### src/rtl/sw_input_port_pkg.sv
// Shared constants for the switch input peripheral: default base address,
// byte offsets of its four registers and the register selector type.
package sw_input_port_pkg;

  localparam logic [31:0] SWIN_ADRS_BASE = 32'h0000_7ff4;

  localparam logic [31:0] SWIN_STATE = 32'h0;
  localparam logic [31:0] SWIN_RISE  = 32'h4;
  localparam logic [31:0] SWIN_FALL  = 32'h8;
  localparam logic [31:0] SWIN_MASK  = 32'hc;

  typedef enum logic [1:0] {
    SWIN_REG_STATE = 2'd0,
    SWIN_REG_RISE  = 2'd1,
    SWIN_REG_FALL  = 2'd2,
    SWIN_REG_MASK  = 2'd3
  } swin_reg_e;

endpackage

### src/rtl/sw_input_port_debounce_bit.sv
// One switch input: two-flop synchroniser, stability counter and debounced
// level, with single-cycle pulses on the edge where the level toggles.
module sw_input_port_debounce_bit #(
  parameter int DEBOUNCE_CYCLES = 16
) (
  input  logic i_clk,
  input  logic i_reset,
  input  logic i_raw,
  output logic o_level,
  output logic o_rise_pulse,
  output logic o_fall_pulse
);

  localparam int CNT_W = $clog2(DEBOUNCE_CYCLES);
  localparam logic [CNT_W-1:0] CNT_LAST = CNT_W'(DEBOUNCE_CYCLES - 1);

  logic             r_meta;
  logic             r_sync;
  logic             r_stable;
  logic [CNT_W-1:0] r_cnt;
  logic [CNT_W-1:0] w_cnt_next;
  logic             w_done;

  // The level is accepted on the edge the count would reach DEBOUNCE_CYCLES.
  assign w_done = (r_sync != r_stable) && (r_cnt == CNT_LAST);

  always_comb begin
    w_cnt_next = r_cnt + 1'b1;
    if ((r_sync == r_stable) || w_done) begin
      w_cnt_next = '0;
    end
  end

  always_ff @(posedge i_clk) begin
    if (i_reset) begin
      r_meta   <= 1'b0;
      r_sync   <= 1'b0;
      r_stable <= 1'b0;
      r_cnt    <= '0;
    end else begin
      r_meta   <= i_raw;
      r_sync   <= r_meta;
      r_cnt    <= w_cnt_next;
      if (w_done) begin
        r_stable <= ~r_stable;
      end
    end
  end

  assign o_level      = r_stable;
  assign o_rise_pulse = w_done & ~r_stable;
  assign o_fall_pulse = w_done &  r_stable;

endmodule

### src/rtl/sw_input_port.sv
// Memory-mapped switch input port: debounced levels, sticky read-to-clear
// edge flags, a writable interrupt mask and a level interrupt request.
module sw_input_port
  import sw_input_port_pkg::*;
#(
  parameter int          N_IN            = 10,
  parameter int          DEBOUNCE_CYCLES = 16,
  parameter logic [31:0] ADRS_BASE       = SWIN_ADRS_BASE
) (
  input  logic            clk_cpu,
  input  logic            reset,
  input  logic [N_IN-1:0] sw_in,
  input  logic            bus_en,
  input  logic            bus_we,
  input  logic [31:0]     bus_adrs,
  input  logic [31:0]     bus_wdata,
  output logic [31:0]     bus_rdata,
  output logic            bus_ack,
  output logic            irq
);

  logic [N_IN-1:0] w_level;
  logic [N_IN-1:0] w_rise_pulse;
  logic [N_IN-1:0] w_fall_pulse;

  genvar gi;
  generate
    for (gi = 0; gi < N_IN; gi++) begin : g_bit
      sw_input_port_debounce_bit #(
        .DEBOUNCE_CYCLES(DEBOUNCE_CYCLES)
      ) u_debounce (
        .i_clk        (clk_cpu),
        .i_reset      (reset),
        .i_raw        (sw_in[gi]),
        .o_level      (w_level[gi]),
        .o_rise_pulse (w_rise_pulse[gi]),
        .o_fall_pulse (w_fall_pulse[gi])
      );
    end
  endgenerate

  logic [N_IN-1:0] r_rise, r_fall, r_mask;
  logic [N_IN-1:0] w_rise_next, w_fall_next, w_mask_next;
  logic [31:0]     r_rdata, w_rdata_next, w_rd_val;
  logic [31:0]     w_offset;
  logic            r_ack, r_irq;
  logic            w_hit, w_rd_hit, w_wr_hit;
  logic            w_unused;
  swin_reg_e       w_reg;

  // The base is only word aligned, so registers are decoded from the offset.
  assign w_offset = bus_adrs - ADRS_BASE;
  assign w_reg    = swin_reg_e'(w_offset[3:2]);
  assign w_hit    = bus_en && (w_offset[31:4] == 28'd0);
  assign w_rd_hit = w_hit && !bus_we;
  assign w_wr_hit = w_hit &&  bus_we;
  assign w_unused = ^{w_offset[1:0], bus_wdata};

  always_comb begin
    w_rd_val = '0;
    case (w_reg)
      SWIN_REG_STATE: w_rd_val[N_IN-1:0] = w_level;
      SWIN_REG_RISE:  w_rd_val[N_IN-1:0] = r_rise;
      SWIN_REG_FALL:  w_rd_val[N_IN-1:0] = r_fall;
      SWIN_REG_MASK:  w_rd_val[N_IN-1:0] = r_mask;
      default:        w_rd_val = '0;
    endcase
  end

  always_comb begin
    w_rise_next  = r_rise | w_rise_pulse;
    w_fall_next  = r_fall | w_fall_pulse;
    w_mask_next  = r_mask;
    w_rdata_next = r_rdata;
    if (w_rd_hit) begin
      w_rdata_next = w_rd_val;
      // A new edge arriving on the clearing edge survives the clear.
      if (w_reg == SWIN_REG_RISE) w_rise_next = w_rise_pulse;
      if (w_reg == SWIN_REG_FALL) w_fall_next = w_fall_pulse;
    end
    if (w_wr_hit && (w_reg == SWIN_REG_MASK)) begin
      w_mask_next = bus_wdata[N_IN-1:0];
    end
  end

  always_ff @(posedge clk_cpu) begin
    if (reset) begin
      r_rise  <= '0;
      r_fall  <= '0;
      r_mask  <= '0;
      r_rdata <= '0;
      r_ack   <= 1'b0;
      r_irq   <= 1'b0;
    end else begin
      r_rise  <= w_rise_next;
      r_fall  <= w_fall_next;
      r_mask  <= w_mask_next;
      r_rdata <= w_rdata_next;
      r_ack   <= w_hit;
      r_irq   <= |((r_rise | r_fall) & r_mask);
    end
  end

  assign bus_rdata = r_rdata;
  assign bus_ack   = r_ack;
  assign irq       = r_irq;

endmodule

### config.mk
export PLATFORM = sky130hd
export DESIGN_NAME = sw_input_port
export DESIGN_NICKNAME = d
export VERILOG_FILES = /design/src/rtl/sw_input_port_pkg.sv /design/src/rtl/sw_input_port_debounce_bit.sv /design/src/rtl/sw_input_port.sv
export SDC_FILE = /design/constraint.sdc
export NUM_CORES = 1
export LEC_CHECK = 0
export BUFFER_PORTS_ARGS = -buffer_cell sky130_fd_sc_hd__buf_2
export CORE_MARGIN = 2
export CORE_UTILIZATION = 40
export CTS_CLUSTER_DIAMETER = 50
export CTS_CLUSTER_SIZE = 12
export DETAILED_ROUTE_END_ITERATION = 8
export GPL_TIMING_DRIVEN = 1
export HOLD_SLACK_MARGIN = 0.02
export PLACE_DENSITY = 0.67
export SKIP_LAST_GASP = 1
export SYNTH_ARGS = -nofsm -noshare
export SYNTH_HDL_FRONTEND = slang
export SYNTH_SLANG_ARGS = --single-unit
### constraint.sdc
create_clock -name clk_cpu -period 3.16 [get_ports clk_cpu]
set_input_delay 0.632 -clock clk_cpu [delete_from_list [all_inputs] [get_ports clk_cpu]]
set_output_delay 0.632 -clock clk_cpu [all_outputs]
set_load 0.03 [all_outputs]
---- After elaboration in Yosys (flattened, before gate mapping) ----
Cells that the tools add are included.
storage, ports and cells
  word-level logic and storage cells ...... 167
  input bits .............................. 78
  register bits ........................... 112
operators by class
  muxes and demuxes ....................... 5
  eq/ne operators ......................... 33
  bitwise logic cells ..................... 34
  reduce and logical (&&, ||, !) cells .... 38
  add/sub/neg operators ................... 11
operator list
  kind                                                                   number
  4-bit by 1-bit adder with 4-bit output, second input constant          10
  4-bit == test, second input constant                                   10
  10-bit two-way mux                                                     4
  10-bit one-hot mux with 4 select lines                                 1
  32-bit by 15-bit subtractor with 32-bit output, second input constant  1
  10-bit bitwise OR                                                      3
  28-bit logical NOT                                                     1
  1-bit bitwise AND                                                      20
  2-bit OR reduction                                                     10
  1-bit logical AND                                                      14
  10-bit bitwise AND                                                     1
  1-bit == test                                                          10
  1-bit logical OR                                                       10
  1-bit inequality test                                                  10
  1-bit inverter                                                         10
  10-bit OR reduction                                                    1
  2-bit == test, second input constant                                   2
  2-bit by 1-bit == test with 1-bit output, second input constant        1
  2-bit logical NOT                                                      1
  1-bit logical NOT                                                      1

---- Logic depth before layout (Yosys ltp) ----
  depth after elaboration ................. 6
  depth in mapped cells ................... 8

---- Cells and area by module ----
Synthesis repeated with hierarchy kept, for this count alone.
unflattened totals
  cell total of the unflattened synthesis .. 564
  area, all modules ....................... 5,381.4 um^2
by module, submodules not included
  module                      cells each  times used  seq. area each (um^2)  area an instance (um^2)
  sw_input_port_debounce_bit  26          10          140.1                  274.0
  sw_input_port               304         1           840.8                  2,641.3

---- Worst setup path after synthesis ----
Ideal clock, no wire load.
  path kind ............................... in2reg
  from .................................... input bus_adrs[24]
  to ...................................... register r_fall[8]
  cell stages on the path ................. 7
  path slack .............................. 0.597 ns
  library setup time ...................... 0.132 ns
  buffers on the path ..................... 1
  arrival time ............................ 2.431 ns
  cells stage by stage .................... or4_4 -> a2111o_1 -> xor2_1 -> nand4_2 -> buf_6 -> nor4_1 -> nor3_1
between the ends
  longest elaborated chain between the ends .. 5
RTL lines
  item                                            line                 RTL
  from (decl)                                     sw_input_port.sv:15  input logic [31:0] bus_adrs,
  32-bit by 15-bit subtractor with 32-bit output  sw_input_port.sv:52  assign w_offset = bus_adrs - ADRS_BASE;
  28-bit logical NOT                              sw_input_port.sv:54  assign w_hit = bus_en && (w_offset[31:4] == 28'd0);
  1-bit logical AND                               sw_input_port.sv:54
  1-bit logical AND                               sw_input_port.sv:55  assign w_rd_hit = w_hit && !bus_we;
  10-bit two-way mux                              sw_input_port.sv:75  if (w_rd_hit) begin
  to (signal assigned)                            sw_input_port.sv:96  r_fall <= w_fall_next;
  to (decl)                                       sw_input_port.sv:42  logic [N_IN-1:0] r_rise, r_fall, r_mask;
No other way between the ends.
A chain may end at the register's enable or synchronous reset.

---- Worst setup path after layout ----
  from .................................... input bus_adrs[24]
  to ...................................... register r_rise[4]
between the ends
  longest elaborated chain between the ends .. 5
RTL lines
  item                                            line                 RTL
  32-bit by 15-bit subtractor with 32-bit output  sw_input_port.sv:52
  28-bit logical NOT                              sw_input_port.sv:54
  1-bit logical AND                               sw_input_port.sv:54
  1-bit logical AND                               sw_input_port.sv:55
  10-bit two-way mux                              sw_input_port.sv:75
  to (signal assigned)                            sw_input_port.sv:95  r_rise <= w_rise_next;
  to (decl)                                       sw_input_port.sv:42
No other way between the ends.

==> summary.txt <==
Cells and area
  – Most frequent cells in the layout: sky130_fd_sc_hd__dfxtp_1, sky130_fd_sc_hd__nor2_1, sky130_fd_sc_hd__buf_2, sky130_fd_sc_hd__nand2b_1, sky130_fd_sc_hd__o21ai_0
  – Fillers: 1253
  – Number of nets in the final layout: 734
  – Growth of design area from synthesis to finish: 14.13%
  – Most common cell after layout, fill and taps aside: sky130_fd_sc_hd__dfxtp_1
  – Antenna cell count: 0
  – Share of final-layout standard cells stronger than drive strength 1: 18.62%
  – Final core occ: 46.18%

Logic synthesis
  – Post-synthesis instance area: 5294 sq um
  – Flip-flop cell with the highest count after synthesis: sky130_fd_sc_hd__dfxtp_1
  – Post-Syn Area per Cell: 9.034 sq um
  – Number of synthesized register bits: 112
  – Synthesized netlist cell count: 586
  – Warnings, synthesis: 0
  – Synth cell types: 45
  – Number of flops mapped to enable cells by yosys: 0
  – Share of flip-flops with an asynchronous set or reset after synthesis: 0%
  – Sequential-to-total area share from yosys stat: 42.35%

STA
  – Worst hold slack: 0.4373 ns
  – RSZ-0062 raised after global routing: no
  – Count of pins over their slew limit: 0
  – Worst rel slew slack: 44.19%
  – Achievable frequency: 0.3771 GHz
  – Crit path time final: 2.652 ns
  – Setup-failing EPs final: 0
  – Slew at the pin with the worst max-slew slack: 0.8371 ns
  – Final Hold Viols: 0
  – Setup_tns: 0 ns
  – Post-Route Skew: 0.01182 ns
  – Final worst-path cycle share: 83.93%

Clock network
  – Root buffer cell: sky130_fd_sc_hd__clkbuf_16
  – # H-tree levels: 3
  – Clock transition time at the flip-flop clock pins of the worst setup and hold paths: 0.07 ns
  – Longest Clk Path Bufs: 2
  – Hold-fix buffers, CTS: 0
  – TritonCTS clock tree: done
  – PostCTS Resize Cnt: 0
  – Clk_lat worst skew: 0.35 ns
  – Clk sinks: 112
  – Post-CTS setup repair buffer count: 0
  – TritonCTS Buffers: 9

Detailed routing
  – Final routed DRC violation total: 0
  – Via count normalized by instance count: 5.241
  – DR vias: 4329
  – 1st-iter DRT viols: 290
  – Number of nets still failing antenna checks after routing: 0
  – Routed wirelength normalized by instance count: 14.21 microns
  – Number of iterations in the first detailed-routing pass: 4
  – WL final: 11.74 mm

Setup path
  – Arrival time of data at the critical path endpoint: 2.85 ns
  – Reg2reg start: g_bit[7].u_debounce.r_cnt[0]$_SDFF_PP0_
  – Crit Path Class: input pin to flop
  – Highest net fanout along the worst path: 20
  – Worst Setup EP: r_rise[4]$_SDFF_PP0_
  – Crit Reg-Reg Endpoint: r_fall[7]$_SDFF_PP0_
  – Worst setup path startpoint: bus_adrs[24]
  – Data required time at the worst endpoint: 3.35 ns
  – Endpoint type of the worst setup path: flop
  – Reg2Reg Setup Slack: 1.81 ns
  – Reg2Reg Depth: 5
  – Startpoint kind of the worst setup timing path: input pin

Outcome
  – Result of the run: complete, no violations

Floorplan
  – Starting Density: 40.46%
  – Cell row count: 42
  – Top-level port count: 112
  – Chip width: 119.0 microns
  – Area inside the core boundary: 13090 sq um
  – Die Area: 14170 sq um
  – Floorplan die height: 119.0 microns

Power and ir drop
  – Static leakage: 2.194 nW
  – Maximum ir drop on the vdd rail: 0.0002382 V
  – Total power: 0.002850 W
  – Power density cells: 471.7 nW/um^2

Global routing
  – Residual overflow from global routing: 0
  – Largest net degree at the start of global routing: 44
  – Vias in the first global route: 4159
  – Global-route wire length before repair: 19.29 mm
  – Number of antenna violations at the first check in global routing: 0
  – GRT Resource Usage Total: 16.76%

Placement
  – HPWL after detailed placement: 8.389 mm
  – I/O Buffers: 65
  – Routability congestion estimate from global placement: 0.8377

Hold path
  – Worst hold path startpoint: g_bit[5].u_debounce.r_meta$_SDFF_PP0_
  – Type of the tightest min-delay check: flop to flop

Run
  – Maximum Capacitance Violations: 0
[worst max-delay path: stages]
cell and delay, ns:
sky130_fd_sc_hd__buf_2 0.12, sky130_fd_sc_hd__or4_4 0.56, sky130_fd_sc_hd__a2111o_1 0.41, sky130_fd_sc_hd__xor2_1 0.31, sky130_fd_sc_hd__nand4_2 0.13, sky130_fd_sc_hd__buf_4 0.25, sky130_fd_sc_hd__nor4_1 0.32, sky130_fd_sc_hd__nor3_1 0.09
[flip-flops by register name (all words and copies together) (netlist names)]
signal / flops
bus_rdata: 10
r_fall: 10
r_rise: 10
bus_ack: 1
g_bit.u_debounce.r_cnt: 40
g_bit.u_debounce.r_sync: 10
r_mask: 10
g_bit.u_debounce.o_level: 10
irq: 1
g_bit.u_debounce.r_meta: 10
[layout make-up]
type | instances | area, sq um | share of cell area (%)
timing repair buffer | 79 | 430.4 | 7.124
sequential | 112 | 2242 | 37.11
multi-input combinational | 434 | 2790 | 46.18
clock buffer | 12 | 256.5 | 4.245
tap | 176 | 220.2 | 3.645
clock inverter | 3 | 65.06 | 1.077
inverter | 10 | 37.54 | 0.6212
[worst min path at each step]
stage                                       endpoint  slack, ns  cells past startpoint
2_1_floorplan  g_bit[0].u_debounce.r_sync$_SDFF_PP0_       0.41                      1
5_1_grt        g_bit[8].u_debounce.r_sync$_SDFF_PP0_       0.45                      1
4_1_cts        g_bit[1].u_debounce.r_sync$_SDFF_PP0_       0.44                      1
6_report       g_bit[5].u_debounce.r_sync$_SDFF_PP0_       0.44                      1
3_3_place_gp   g_bit[8].u_debounce.r_sync$_SDFF_PP0_       0.43                      1
3_5_place_dp   g_bit[1].u_debounce.r_sync$_SDFF_PP0_       0.42                      1
[through the flow]
stage          area [sq um]  setup WS [ns]  cells
2_1_floorplan          5373         0.5967    607
3_5_place_dp           5720         0.1825    811
4_1_cts                6042         0.5376    826
5_1_grt                6042         0.3720    826
6_report               6042         0.5079    826
3_3_place_gp           5720         0.2508    811
[cell usage after synthesis, types with 4 or more instances]
cell,number,area (sq um)
sky130_fd_sc_hd__a21o_1,10,75.07
sky130_fd_sc_hd__a21oi_1,20,100.1
sky130_fd_sc_hd__and2_1,4,25.02
sky130_fd_sc_hd__buf_2,4,20.02
sky130_fd_sc_hd__buf_4,22,165.2
sky130_fd_sc_hd__buf_6,4,45.04
sky130_fd_sc_hd__clkbuf_1,19,71.32
sky130_fd_sc_hd__dfxtp_1,112,2242
sky130_fd_sc_hd__ha_1,10,125.1
sky130_fd_sc_hd__inv_1,10,37.54
sky130_fd_sc_hd__mux2i_1,11,110.1
sky130_fd_sc_hd__mux4_2,10,225.2
sky130_fd_sc_hd__nand2_1,8,30.03
sky130_fd_sc_hd__nand2b_1,30,187.7
sky130_fd_sc_hd__nand3_1,22,110.1
sky130_fd_sc_hd__nand4_1,15,93.84
sky130_fd_sc_hd__nand4b_1,10,87.58
sky130_fd_sc_hd__nor2_1,98,367.9
sky130_fd_sc_hd__nor2b_1,21,131.4
sky130_fd_sc_hd__nor3_1,23,115.1
sky130_fd_sc_hd__nor4_1,17,106.4
sky130_fd_sc_hd__nor4_2,11,137.6
sky130_fd_sc_hd__o21ai_0,30,150.1
sky130_fd_sc_hd__o31ai_1,20,150.1
sky130_fd_sc_hd__xnor2_1,11,96.34
sky130_fd_sc_hd__xor2_1,11,96.34
[cell families (layout without fill, tap and decap cells)]
family                   after synthesis  in the layout  share of synthesized area (%)
AO/OA/AOI/OAI                         90             90                          10.56
AND/OR/NAND/NOR                      268            268                          27.91
XOR/XNOR                              22             22                          3.640
adder cells (fa/ha/maj)               10             10                          2.364
flip-flops                           112            112                          42.35
buffers and inverters                 61            104                          6.547
other                                  1             22                        0.07084
multiplexers                          22             22                          6.547
[power by group]
part           internal [W]  switching (W)  total (W)  leakage [nW]
clock              0.000733       0.000484    0.00122         0.159
combinational     0.0000654       0.000133   0.000199          1.13
sequential          0.00143     0.00000769    0.00143         0.907
[metal layers]
layer | vias to the layer above | wire (microns) | track usage (%)
met5 | - | 0 | 0
met4 | 0 | 223 | 7.515
met3 | 19 | 745 | 3.305
met2 | 131 | 5622 | 28.05
met1 | 2021 | 5145 | 20.86
li1 | 2158 | - | -
Power figures use the tool's default switching activity.
